===== src/rtl/mem_arbiter.sv =====
// -----------------------------------------------------------------------------
// mem_arbiter
//   Shares one single-port memory between the core's data port (D) and its
//   instruction-fetch port (I). Data has fixed priority over fetch. A starvation
//   counter forces a fetch grant after STARVE_LIMIT consecutive data grants made
//   while fetch was waiting.
//
// Handshake (all three ports): the requester raises req with stable
//   addr/we/wdata and holds them until its one-cycle ack pulse. rdata is valid
//   while ack is high and holds its value afterwards. The arbiter presents
//   m_req/m_we/m_addr/m_wdata stable until the memory pulses m_ack.
//
// Ports
//   clk, rst_n                 clock, asynchronous active-low reset
//   d_req/d_we/d_addr/d_wdata  data request in
//   d_rdata/d_ack              data response out
//   i_req/i_addr               fetch request in (always a read)
//   i_rdata/i_ack              fetch response out
//   m_req/m_we/m_addr/m_wdata  memory request out
//   m_rdata/m_ack              memory response in
//   bus_err                    timeout flag, pulses with ack (ARB_TIMEOUT_EN only)
//   dbg_state_o                current FSM state (IDLE=0, BUSY=1, DONE=2)
//
// Build option
//   ARB_TIMEOUT_EN : abandons a memory access after TIMEOUT BUSY cycles without
//                    m_ack, acks the owner with rdata=0 and raises bus_err.
// -----------------------------------------------------------------------------
module mem_arbiter #(
  parameter int AW           = 32,
  parameter int DW           = 32,
  parameter int STARVE_LIMIT = 4,
  parameter int TIMEOUT      = 255
) (
  input  logic          clk,
  input  logic          rst_n,
  input  logic          d_req,
  input  logic          d_we,
  input  logic [AW-1:0] d_addr,
  input  logic [DW-1:0] d_wdata,
  output logic [DW-1:0] d_rdata,
  output logic          d_ack,
  input  logic          i_req,
  input  logic [AW-1:0] i_addr,
  output logic [DW-1:0] i_rdata,
  output logic          i_ack,
  output logic          m_req,
  output logic          m_we,
  output logic [AW-1:0] m_addr,
  output logic [DW-1:0] m_wdata,
  input  logic [DW-1:0] m_rdata,
  input  logic          m_ack,
`ifdef ARB_TIMEOUT_EN
  output logic          bus_err,
`endif
  output logic [1:0]    dbg_state_o
);

  localparam logic [1:0] IDLE = 2'd0;
  localparam logic [1:0] BUSY = 2'd1;
  localparam logic [1:0] DONE = 2'd2;

  localparam logic [3:0] STARVE_MAX = 4'(STARVE_LIMIT);

  logic [1:0]    state_q, state_d;
  logic          owner_q, owner_d;      // 1 = fetch owns the memory
  logic [3:0]    starve_q, starve_d;
  logic          m_req_q, m_req_d;
  logic          m_we_q, m_we_d;
  logic [AW-1:0] m_addr_q, m_addr_d;
  logic [DW-1:0] m_wdata_q, m_wdata_d;
  logic [DW-1:0] d_rdata_q, d_rdata_d;
  logic [DW-1:0] i_rdata_q, i_rdata_d;
  logic          d_ack_q, d_ack_d;
  logic          i_ack_q, i_ack_d;

  logic          i_wins;
  logic          finish;
  logic          fin_load;
  logic [DW-1:0] fin_rdata;

`ifdef ARB_TIMEOUT_EN
  localparam logic [7:0] TO_MAX = 8'(TIMEOUT);
  logic [7:0] wait_q, wait_d;
  logic       bus_err_q, bus_err_d;
`else
  // TIMEOUT only has a meaning when the timeout logic is compiled in.
  logic unused_timeout;
  assign unused_timeout = |TIMEOUT;
`endif

  always_comb begin
    state_d   = state_q;
    owner_d   = owner_q;
    starve_d  = starve_q;
    m_req_d   = m_req_q;
    m_we_d    = m_we_q;
    m_addr_d  = m_addr_q;
    m_wdata_d = m_wdata_q;
    d_rdata_d = d_rdata_q;
    i_rdata_d = i_rdata_q;
    d_ack_d   = 1'b0;
    i_ack_d   = 1'b0;
    i_wins    = 1'b0;
    finish    = 1'b0;
    fin_load  = !m_we_q;               // only reads update rdata
    fin_rdata = m_rdata;
`ifdef ARB_TIMEOUT_EN
    wait_d    = wait_q;
    bus_err_d = 1'b0;
`endif

    case (state_q)
      IDLE: begin
        if (d_req || i_req) begin
          i_wins = i_req && (!d_req || (starve_q == STARVE_MAX));
          if (i_wins) begin
            owner_d   = 1'b1;
            m_we_d    = 1'b0;
            m_addr_d  = i_addr;
            m_wdata_d = '0;
            starve_d  = '0;
          end else begin
            owner_d   = 1'b0;
            m_we_d    = d_we;
            m_addr_d  = d_addr;
            m_wdata_d = d_wdata;
            // Count only data grants that made a waiting fetch lose.
            if (i_req) begin
              starve_d = (starve_q == STARVE_MAX) ? starve_q : starve_q + 4'd1;
            end else begin
              starve_d = '0;
            end
          end
          m_req_d = 1'b1;
          state_d = BUSY;
`ifdef ARB_TIMEOUT_EN
          wait_d  = '0;
`endif
        end
      end
      BUSY: begin
        // m_ack has priority over a timeout landing in the same cycle.
        if (m_ack) begin
          finish = 1'b1;
        end
`ifdef ARB_TIMEOUT_EN
        else if ((wait_q + 8'd1) == TO_MAX) begin
          finish    = 1'b1;
          fin_load  = 1'b1;
          fin_rdata = '0;
          bus_err_d = 1'b1;
        end else begin
          wait_d = wait_q + 8'd1;
        end
`endif
      end
      DONE: begin
        state_d = IDLE;
      end
      default: begin
        state_d = IDLE;
      end
    endcase

    if (finish) begin
      m_req_d = 1'b0;
      state_d = DONE;
      if (owner_q) begin
        i_ack_d = 1'b1;
        if (fin_load) i_rdata_d = fin_rdata;
      end else begin
        d_ack_d = 1'b1;
        if (fin_load) d_rdata_d = fin_rdata;
      end
    end
  end

  always_ff @(posedge clk or negedge rst_n) begin
    if (!rst_n) begin
      state_q   <= IDLE;
      owner_q   <= 1'b0;
      starve_q  <= '0;
      m_req_q   <= 1'b0;
      m_we_q    <= 1'b0;
      m_addr_q  <= '0;
      m_wdata_q <= '0;
      d_rdata_q <= '0;
      i_rdata_q <= '0;
      d_ack_q   <= 1'b0;
      i_ack_q   <= 1'b0;
`ifdef ARB_TIMEOUT_EN
      wait_q    <= '0;
      bus_err_q <= 1'b0;
`endif
    end else begin
      state_q   <= state_d;
      owner_q   <= owner_d;
      starve_q  <= starve_d;
      m_req_q   <= m_req_d;
      m_we_q    <= m_we_d;
      m_addr_q  <= m_addr_d;
      m_wdata_q <= m_wdata_d;
      d_rdata_q <= d_rdata_d;
      i_rdata_q <= i_rdata_d;
      d_ack_q   <= d_ack_d;
      i_ack_q   <= i_ack_d;
`ifdef ARB_TIMEOUT_EN
      wait_q    <= wait_d;
      bus_err_q <= bus_err_d;
`endif
    end
  end

  assign m_req       = m_req_q;
  assign m_we        = m_we_q;
  assign m_addr      = m_addr_q;
  assign m_wdata     = m_wdata_q;
  assign d_rdata     = d_rdata_q;
  assign d_ack       = d_ack_q;
  assign i_rdata     = i_rdata_q;
  assign i_ack       = i_ack_q;
  assign dbg_state_o = state_q;
`ifdef ARB_TIMEOUT_EN
  assign bus_err     = bus_err_q;
`endif

endmodule


===== config.mk =====
export PLATFORM = sky130hd
export DESIGN_NAME = mem_arbiter
export DESIGN_NICKNAME = d
export VERILOG_FILES = /design/src/rtl/mem_arbiter.sv
export SDC_FILE = /design/constraint.sdc
export NUM_CORES = 1
export LEC_CHECK = 0
export ABC_AREA = 1
export CAP_MARGIN = 0
export CORE_MARGIN = 2
export CORE_UTILIZATION = 38
export DETAILED_ROUTE_END_ITERATION = 8
export PLACE_DENSITY_LB_ADDON = 0.05
export SLEW_MARGIN = 40
export SYNTH_ARGS = -nofsm -noshare
export SYNTH_HDL_FRONTEND = slang
export SYNTH_SLANG_ARGS = --single-unit

===== constraint.sdc =====
create_clock -name clk -period 1.55 [get_ports clk]
set_input_delay 0.155 -clock clk [delete_from_list [all_inputs] [get_ports clk]]
set_output_delay 0.155 -clock clk [all_outputs]
set_load 0.03 [all_outputs]

==> metrics.txt, run 1 <==
# TYPE chip_impl_metric gauge
chip_impl_info{name="run_status",value="complete, no violations"} 1
chip_impl_metric{name="port_buffers",unit=""} 267
chip_impl_metric{name="delay_of_the_slowest_critical_path_stage",unit="ns"} 0.45
chip_impl_metric{name="clk_transition_reported_paths",unit="ns"} 0.06
chip_impl_metric{name="dieArea",unit="mm²"} 0.01690
chip_impl_metric{name="wirelength",unit="µm"} 17310
chip_impl_metric{name="core",unit="mm²"} 0.01571
chip_impl_metric{name="power.switching",unit="mW"} 8.761
chip_impl_metric{name="critical_path_arrival",unit="ns"} 1.29
chip_impl_metric{name="grt_pass1_wl",unit="µm"} 26580
chip_impl_metric{name="ios",unit=""} 268
chip_impl_metric{name="max_slew_margin",unit="%"} 74.43
chip_impl_metric{name="final.hold.worst_slack",unit="ns"} 0.1849
chip_impl_metric{name="final_nets",unit=""} 1154
chip_impl_metric{name="multiInputGateArea",unit="mm²"} 0.001983
chip_impl_metric{name="place.detailed.instances",unit=""} 1208
chip_impl_metric{name="fill_cell_total_of_the_finished_layout",unit=""} 1460
chip_impl_metric{name="critical_path_buf_inv_count",unit=""} 1
chip_impl_metric{name="power.density",unit="mW/mm²"} 2041
chip_impl_metric{name="vias_per_cell",unit=""} 4.476
chip_impl_metric{name="clk-insertion-delay-late",unit="ns"} 0.42
chip_impl_metric{name="maxCapViolCount",unit=""} 0
chip_impl_metric{name="row_count",unit=""} 46
chip_impl_info{name="layout_common_cells",value="nand2_1 (266), dfrtp_1 (139), dlygate4sd2_1 (134), clkdlybuf4s50_1 (132), nand3_1 (131)"} 1
chip_impl_metric{name="grt_start_max_net_pins",unit=""} 41
chip_impl_metric{name="worst_ir_drop_vdd",unit="µV"} 990.1
chip_impl_metric{name="power.sequential.fraction",unit="%"} 30.8
chip_impl_metric{name="post_synth_instance_area",unit="mm²"} 0.006033
chip_impl_metric{name="fin_crit_sh",unit="%"} 93.46
chip_impl_info{name="critPathCaptureType",value="output pin"} 1
chip_impl_info{name="critical_path.slowest_cell",value="dlygate4sd2_1"} 1
chip_impl_metric{name="layout.area.seq",unit="mm²"} 0.003478
chip_impl_metric{name="dr.first_iter.drc_count",unit=""} 218
chip_impl_metric{name="diodes",unit=""} 0
chip_impl_metric{name="p_leak",unit="nW"} 5.245
chip_impl_metric{name="detailroute.via_count",unit=""} 5581
chip_impl_metric{name="cts_max_level",unit=""} 4
chip_impl_metric{name="synth-async-reset-ratio",unit="%"} 100.0
chip_impl_metric{name="finalWeightedCongestion",unit=""} 0.7698
chip_impl_metric{name="syn_area_per_cell",unit="µm²"} 8.175
chip_impl_metric{name="post_synth_num_cell_types",unit=""} 21
chip_impl_metric{name="worst_pin_slew",unit="ns"} 0.3835
chip_impl_metric{name="clock_path_buffers",unit=""} 2
chip_impl_metric{name="initial_utilization",unit="%"} 38.40
chip_impl_info{name="critPathTopFamily",value="buffers and inverters"} 1
chip_impl_info{name="mostFrequentLayoutCell",value="nand2_1"} 1
chip_impl_metric{name="ys.warnings.count",unit=""} 0
chip_impl_metric{name="hold_viol",unit=""} 0
chip_impl_metric{name="die_ht",unit="µm"} 130.0
chip_impl_metric{name="clock.fmax",unit="MHz"} 690.3
chip_impl_metric{name="placement.cell_area",unit="mm²"} 0.009183
chip_impl_metric{name="post-place-ws",unit="ns"} -0.004817
chip_impl_metric{name="route.detailed.drc",unit=""} 0
chip_impl_metric{name="setup_viol_count_final",unit=""} 0
chip_impl_metric{name="seq_area_frac_synth",unit="%"} 57.65
chip_impl_info{name="cp_cell_sequence",value="dlygate4sd2_1"} 1
chip_impl_metric{name="layout_setup_ws",unit="ns"} 0.1014
chip_impl_metric{name="drt_pass1_iterations",unit=""} 4
chip_impl_metric{name="critical_path.max_fanout",unit=""} 3
chip_impl_metric{name="first_global_vias",unit=""} 5255
chip_impl_metric{name="tritoncts.num_buffers",unit=""} 17
chip_impl_metric{name="post_synthesis_net_count",unit=""} 874
chip_impl_metric{name="clock-skew-final",unit="ns"} 0.008781
chip_impl_metric{name="internal_power",unit="mW"} 11.13
chip_impl_metric{name="syn-instance-count",unit=""} 738
chip_impl_metric{name="die_w",unit="µm"} 130.0
chip_impl_metric{name="grt_overflow_total",unit=""} 0
chip_impl_metric{name="share_comb_of_total_power",unit="%"} 48.7
chip_impl_info{name="min-delay-path-class",value="in2async"} 1
chip_impl_info{name="cts_tree",value="yes"} 1
chip_impl_metric{name="pwr-share-clk",unit="%"} 20.5
chip_impl_metric{name="final-max-slew-violation-count",unit=""} 0
chip_impl_metric{name="place_hpwl",unit="µm"} 12100
chip_impl_metric{name="synth_seq_cells",unit=""} 139
chip_impl_metric{name="cp_data_required_time",unit="ns"} 1.39
chip_impl_info{name="ys.flop_type",value="dfrtp_1"} 1
chip_impl_metric{name="final_design_area_no_fill",unit="mm²"} 0.009746
chip_impl_metric{name="instances_no_fill",unit=""} 1247
chip_impl_metric{name="clock_sinks",unit=""} 139
chip_impl_metric{name="global_route.usage.total",unit="%"} 20.32
chip_impl_metric{name="swShare",unit="%"} 44.05
chip_impl_metric{name="drive_gt1_share",unit="%"} 7.759
chip_impl_metric{name="synthesis_to_finish_area_growth",unit="%"} 61.53
chip_impl_metric{name="antenna_found_initial",unit=""} 0
chip_impl_info{name="worstSetupStartpointType",value="flop"} 1
chip_impl_info{name="criticalPathCategory",value="reg2out"} 1
chip_impl_metric{name="wire_per_inst",unit="µm"} 13.88
chip_impl_info{name="buffer_cell_driving_the_clock_tree_root",value="clkbuf_16"} 1
chip_impl_metric{name="report.power.total",unit="mW"} 19.89
chip_impl_metric{name="number_of_enable_flip_flop_cells_after_synthesis",unit=""} 0
chip_impl_metric{name="finalCriticalPeriod",unit="ns"} 1.449
chip_impl_metric{name="final_antenna_net_count",unit=""} 0
-- kinds of logic (layout without fill, tap and decap cells) --
kind of cell	Yosys count	count (layout)	synth area share, %
xor+xnor	2	2	0.2904
fa+ha+maj	2	2	0.4147
simple gates	409	409	28.64
flops	139	139	57.65
buf+inv	148	441	9.809
compound gates	38	38	3.194
-- cell usage after synthesis, types with 2 or more instances --
cell / number / share of area [%]
nand2_1: 269 / 17
dfrtp_1: 139 / 58
nand3_1: 132 / 11
inv_1: 102 / 6.3
o21ai_0: 36 / 3.0
buf_2: 17 / 1.4
clkbuf_1: 16 / 1.0
buf_1: 4 / 0.25
buf_4: 3 / 0.37
clkbuf_2: 3 / 0.25
nor2_1: 3 / 0.19
ha_1: 2 / 0.41
inv_2: 2 / 0.12
nor2_2: 2 / 0.21
xor2_1: 2 / 0.29
-- path summary, 6_finish.rpt --
path	endpoint	startpoint	slack, ns	cells past startpoint
max reg2reg	i_rdata[5]	dbg_state_o[1]	0.10	7
min in group clk	m_wdata[14]	d_wdata[14]	0.29	3
max	m_we	m_we	0.10	1
min reg2reg	d_rdata[11]	d_rdata[11]	0.46	2
max in group asynchronous	i_rdata[24]	rst_n	0.86	3
min	i_rdata[5]	rst_n	0.18	2
-- sequential cells by signal (all words and copies together), names as in the netlist --
register and flops:
i_rdata 32, dbg_state_o 2, m_we 1, d_rdata 32, m_wdata 32, m_addr 32
m_req 1, owner_q 1, i_ack 1, starve_q 4, d_ack 1
-- through the flow --
stage,TNS [ns],util [%]
after global routing,-0.02442,62.02
final,0,62.02
after floorplan,0,-
after CTS,0,61.24
after global placement,0,58.44
after detailed placement,-0.004817,58.44
-- per-layer routing --
layer | vias to the layer above | share of wire, % | track usage (%)
li1 | 2844 | - | -
met5 | - | 0 | 0
met3 | 32 | 7.6 | 6.437
met2 | 187 | 47 | 31.35
met1 | 2518 | 43 | 26.39
met4 | 0 | 2.7 | 8.982
-- power by group through the flow --
| stage | logic, mW | registers (mW) | clock network, mW |
|---|---|---|---|
| 3_5_place_dp | 10.8 | 6.24 | 0 |
| 2_1_floorplan | 2.52 | 9.46 | 0 |
| 5_1_grt | 10.4 | 6.34 | 4.36 |
| 6_report | 9.68 | 6.13 | 4.08 |
| 4_1_cts | 9.70 | 6.14 | 4.17 |
| 3_3_place_gp | 10.7 | 6.21 | 0 |
-- final cells by class --
cell class              count  area share (%)
repair buffers            304           31.01
multi-input cells         451           20.35
flip-flops and latches    139           35.69
well taps                 216           2.773
clock buffers              17           4.365
inverters                 105           4.044
clock inverters            15           1.772
-- timing repair --
item / CTS / global route
cloned: 0 / 3
pin swaps: 0 / 2
buffers inserted: 0 / 3
endpoints found under the setup margin: 134 / 32
resized for setup: 134 / 7
hold endpoints to repair: 139 / 0
hold buffers: 1 / 0
No activity file was read; power rests on OpenSTA's default activity.
==> inputs of run 2 (changes only) <==
--- a/config.mk
+++ b/config.mk
@@ -10,7 +10,7 @@
 export CORE_MARGIN = 2
 export CORE_UTILIZATION = 38
 export DETAILED_ROUTE_END_ITERATION = 8
-export PLACE_DENSITY_LB_ADDON = 0.05
+export PLACE_DENSITY = 0.77
 export SLEW_MARGIN = 40
 export SYNTH_ARGS = -nofsm -noshare
 export SYNTH_HDL_FRONTEND = slang
==> run 2 against run 1 <==
Compared with the run above: sequential cell count unchanged; register-to-register slack improved by 0.02 ns; fmax barely moved; critical path type unchanged; first-iteration DRC count grew 39%; largest cell class unchanged; non-clock buffer count fell by 6; core utilization down 0.83 points; routed wire length grew 3.5%; design area down 1.3%; combinational power decreased by 2%; highest routed layer unchanged.
==> metrics.txt, run 2 (same netlist as run 1, synthesis figures left out) <==
# TYPE chip_impl_metric gauge
chip_impl_info{name="run_status",value="complete, no violations"} 1
chip_impl_metric{name="port_buffers",unit=""} 267
chip_impl_metric{name="wire_per_inst",unit="µm"} 14.44
chip_impl_metric{name="grt_pass1_wl",unit="µm"} 28210
chip_impl_metric{name="cts_max_level",unit=""} 4
chip_impl_metric{name="fin_crit_sh",unit="%"} 93.53
chip_impl_metric{name="clock-skew-final",unit="ns"} 0.009600
chip_impl_metric{name="finalWeightedCongestion",unit=""} 0.7958
chip_impl_metric{name="clock.fmax",unit="MHz"} 689.8
chip_impl_metric{name="grt_overflow_total",unit=""} 0
chip_impl_metric{name="critical_path_arrival",unit="ns"} 1.29
chip_impl_metric{name="power.density",unit="mW/mm²"} 2034
chip_impl_metric{name="hold_viol",unit=""} 0
chip_impl_metric{name="clock_path_buffers",unit=""} 2
chip_impl_metric{name="globalRouteMet3Util",unit="%"} 6.027
chip_impl_metric{name="antenna_found_initial",unit=""} 0
chip_impl_metric{name="global_route.usage.total",unit="%"} 21.34
chip_impl_metric{name="tritoncts.num_buffers",unit=""} 17
chip_impl_metric{name="internal_power",unit="mW"} 10.72
chip_impl_metric{name="clock_sinks",unit=""} 139
chip_impl_metric{name="wirelength",unit="µm"} 17910
chip_impl_metric{name="delay_of_the_slowest_critical_path_stage",unit="ns"} 0.47
chip_impl_info{name="min-delay-path-class",value="in2async"} 1
chip_impl_metric{name="vias_per_cell",unit=""} 4.656
chip_impl_metric{name="worst_ir_drop_vdd",unit="µV"} 912.9
chip_impl_metric{name="worst_pin_slew",unit="ns"} 0.4094
chip_impl_metric{name="ios",unit=""} 268
chip_impl_info{name="worstSetupStartpointType",value="flop"} 1
chip_impl_metric{name="setup_viol_count_final",unit=""} 0
chip_impl_metric{name="setup-tns-final",unit="ns"} 0
chip_impl_metric{name="clk-insertion-delay-late",unit="ns"} 0.41
chip_impl_metric{name="fill_cell_total_of_the_finished_layout",unit=""} 1398
chip_impl_info{name="critPathCaptureType",value="output pin"} 1
chip_impl_metric{name="die_ht",unit="µm"} 130.0
chip_impl_metric{name="critical_path.max_fanout",unit=""} 3
chip_impl_metric{name="final_antenna_net_count",unit=""} 0
chip_impl_metric{name="cp_data_required_time",unit="ns"} 1.39
chip_impl_metric{name="swShare",unit="%"} 45.21
chip_impl_metric{name="pwr-share-clk",unit="%"} 20.0
chip_impl_metric{name="first_global_vias",unit=""} 5629
chip_impl_metric{name="max_slew_margin",unit="%"} 72.71
chip_impl_info{name="cts_tree",value="yes"} 1
chip_impl_metric{name="clk_transition_reported_paths",unit="ns"} 0.06
chip_impl_metric{name="dr.first_iter.drc_count",unit=""} 303
chip_impl_info{name="gr-max-usage-layer",value="met2"} 1
chip_impl_metric{name="grt_start_max_net_pins",unit=""} 47
chip_impl_metric{name="critical_path_buf_inv_count",unit=""} 1
chip_impl_metric{name="detailroute.via_count",unit=""} 5778
chip_impl_metric{name="final_design_area_no_fill",unit="mm²"} 0.009615
chip_impl_info{name="mostFrequentLayoutCell",value="nand2_1"} 1
chip_impl_metric{name="finalCriticalPeriod",unit="ns"} 1.450
chip_impl_metric{name="drt_pass1_iterations",unit=""} 4
chip_impl_metric{name="initial_utilization",unit="%"} 38.40
chip_impl_metric{name="p_leak",unit="nW"} 5.181
chip_impl_metric{name="power.switching",unit="mW"} 8.840
chip_impl_info{name="critical_path.slowest_cell",value="dlygate4sd2_1"} 1
chip_impl_metric{name="die_w",unit="µm"} 130.0
chip_impl_info{name="critPathTopFamily",value="buffers and inverters"} 1
chip_impl_metric{name="use_met2",unit="%"} 34.77
chip_impl_info{name="criticalPathCategory",value="reg2out"} 1
chip_impl_info{name="buffer_cell_driving_the_clock_tree_root",value="clkbuf_16"} 1
chip_impl_info{name="layout_common_cells",value="nand2_1 (266), dfrtp_1 (139), dlygate4sd2_1 (134), clkdlybuf4s50_1 (132), nand3_1 (131)"} 1
chip_impl_metric{name="diodes",unit=""} 0
chip_impl_metric{name="maxCapViolCount",unit=""} 0
chip_impl_metric{name="share_comb_of_total_power",unit="%"} 48.5
chip_impl_metric{name="placement.cell_area",unit="mm²"} 0.009082
chip_impl_metric{name="final-max-slew-violation-count",unit=""} 0
chip_impl_metric{name="core",unit="mm²"} 0.01571
chip_impl_metric{name="row_count",unit=""} 46
chip_impl_info{name="cp_cell_sequence",value="dlygate4sd2_1"} 1
chip_impl_metric{name="synthesis_to_finish_area_growth",unit="%"} 59.37
chip_impl_metric{name="place_hpwl",unit="µm"} 12620
chip_impl_metric{name="final_nets",unit=""} 1148
chip_impl_metric{name="route.detailed.drc",unit=""} 0
chip_impl_metric{name="drive_gt1_share",unit="%"} 7.220
chip_impl_metric{name="use_met1",unit="%"} 27.11
chip_impl_metric{name="dieArea",unit="mm²"} 0.01690
chip_impl_metric{name="power.sequential.fraction",unit="%"} 31.6
-- run 2: per-stage QoR --
step | power, mW | hold slack [ns] | std cells | util (%) | setup WS (ns)
after global placement | 16.69 | 0.09259 | 1203 | 57.80 | 0.04245
after detailed placement | 16.88 | 0.09633 | 1203 | 57.80 | -0.06059
after CTS | 19.68 | 0.2221 | 1236 | 60.46 | 0.02485
final | 19.56 | 0.2318 | 1241 | 61.20 | 0.1003
after floorplan | 11.98 | -0.1406 | 738 | - | 0.03048
after global routing | 20.83 | 0.2536 | 1241 | 61.20 | -0.02223
-- run 2: final cells by class --
cell class | count | area [µm²] | share of cell area [%]
clock inverters | 14 | 135.1 | 1.405
multi-input cells | 451 | 1988 | 20.68
clock buffers | 18 | 439.2 | 4.567
inverters | 105 | 394.1 | 4.099
well taps | 216 | 270.3 | 2.811
repair buffers | 298 | 2910 | 30.27
flip-flops and latches | 139 | 3478 | 36.17
-- run 2: worst paths after layout --
path                                 from     endpoint  slack (ns)  depth (start not counted)
max in group asynchronous           rst_n   m_addr[28]        0.73                          3
max reg2reg                dbg_state_o[1]  i_rdata[30]        0.12                          6
max                                  m_we         m_we        0.10                          1
min                                 rst_n   d_rdata[7]        0.23                          2
min reg2reg                   d_rdata[14]  d_rdata[14]        0.47                          2
min in group clk               d_wdata[7]   m_wdata[7]        0.30                          3
-- run 2: metal layers --
layer | share of wire [%] | routed length, µm
met1 | 42 | 7584
met2 | 47 | 8414
met3 | 8.2 | 1460
met4 | 2.5 | 454
met5 | 0 | 0
-- run 2: power by group through the flow --
| stage | clock [mW] | sequential (mW) | combinational, mW |
|---|---|---|---|
| floorplan | 0 | 9.46 | 2.52 |
| global placement | 0 | 6.28 | 10.4 |
| detailed placement | 0 | 6.27 | 10.6 |
| CTS | 4.01 | 6.19 | 9.48 |
| global route | 4.16 | 6.39 | 10.3 |
| finish | 3.90 | 6.18 | 9.48 |
-- run 2: repair_timing --
action	CTS	global route
hold endpoints to repair	32	0
resized for setup	134	7
hold buffers	1	0
pin swaps	0	1
buffers inserted	0	2
endpoints found under the setup margin	134	107
cloned	0	3
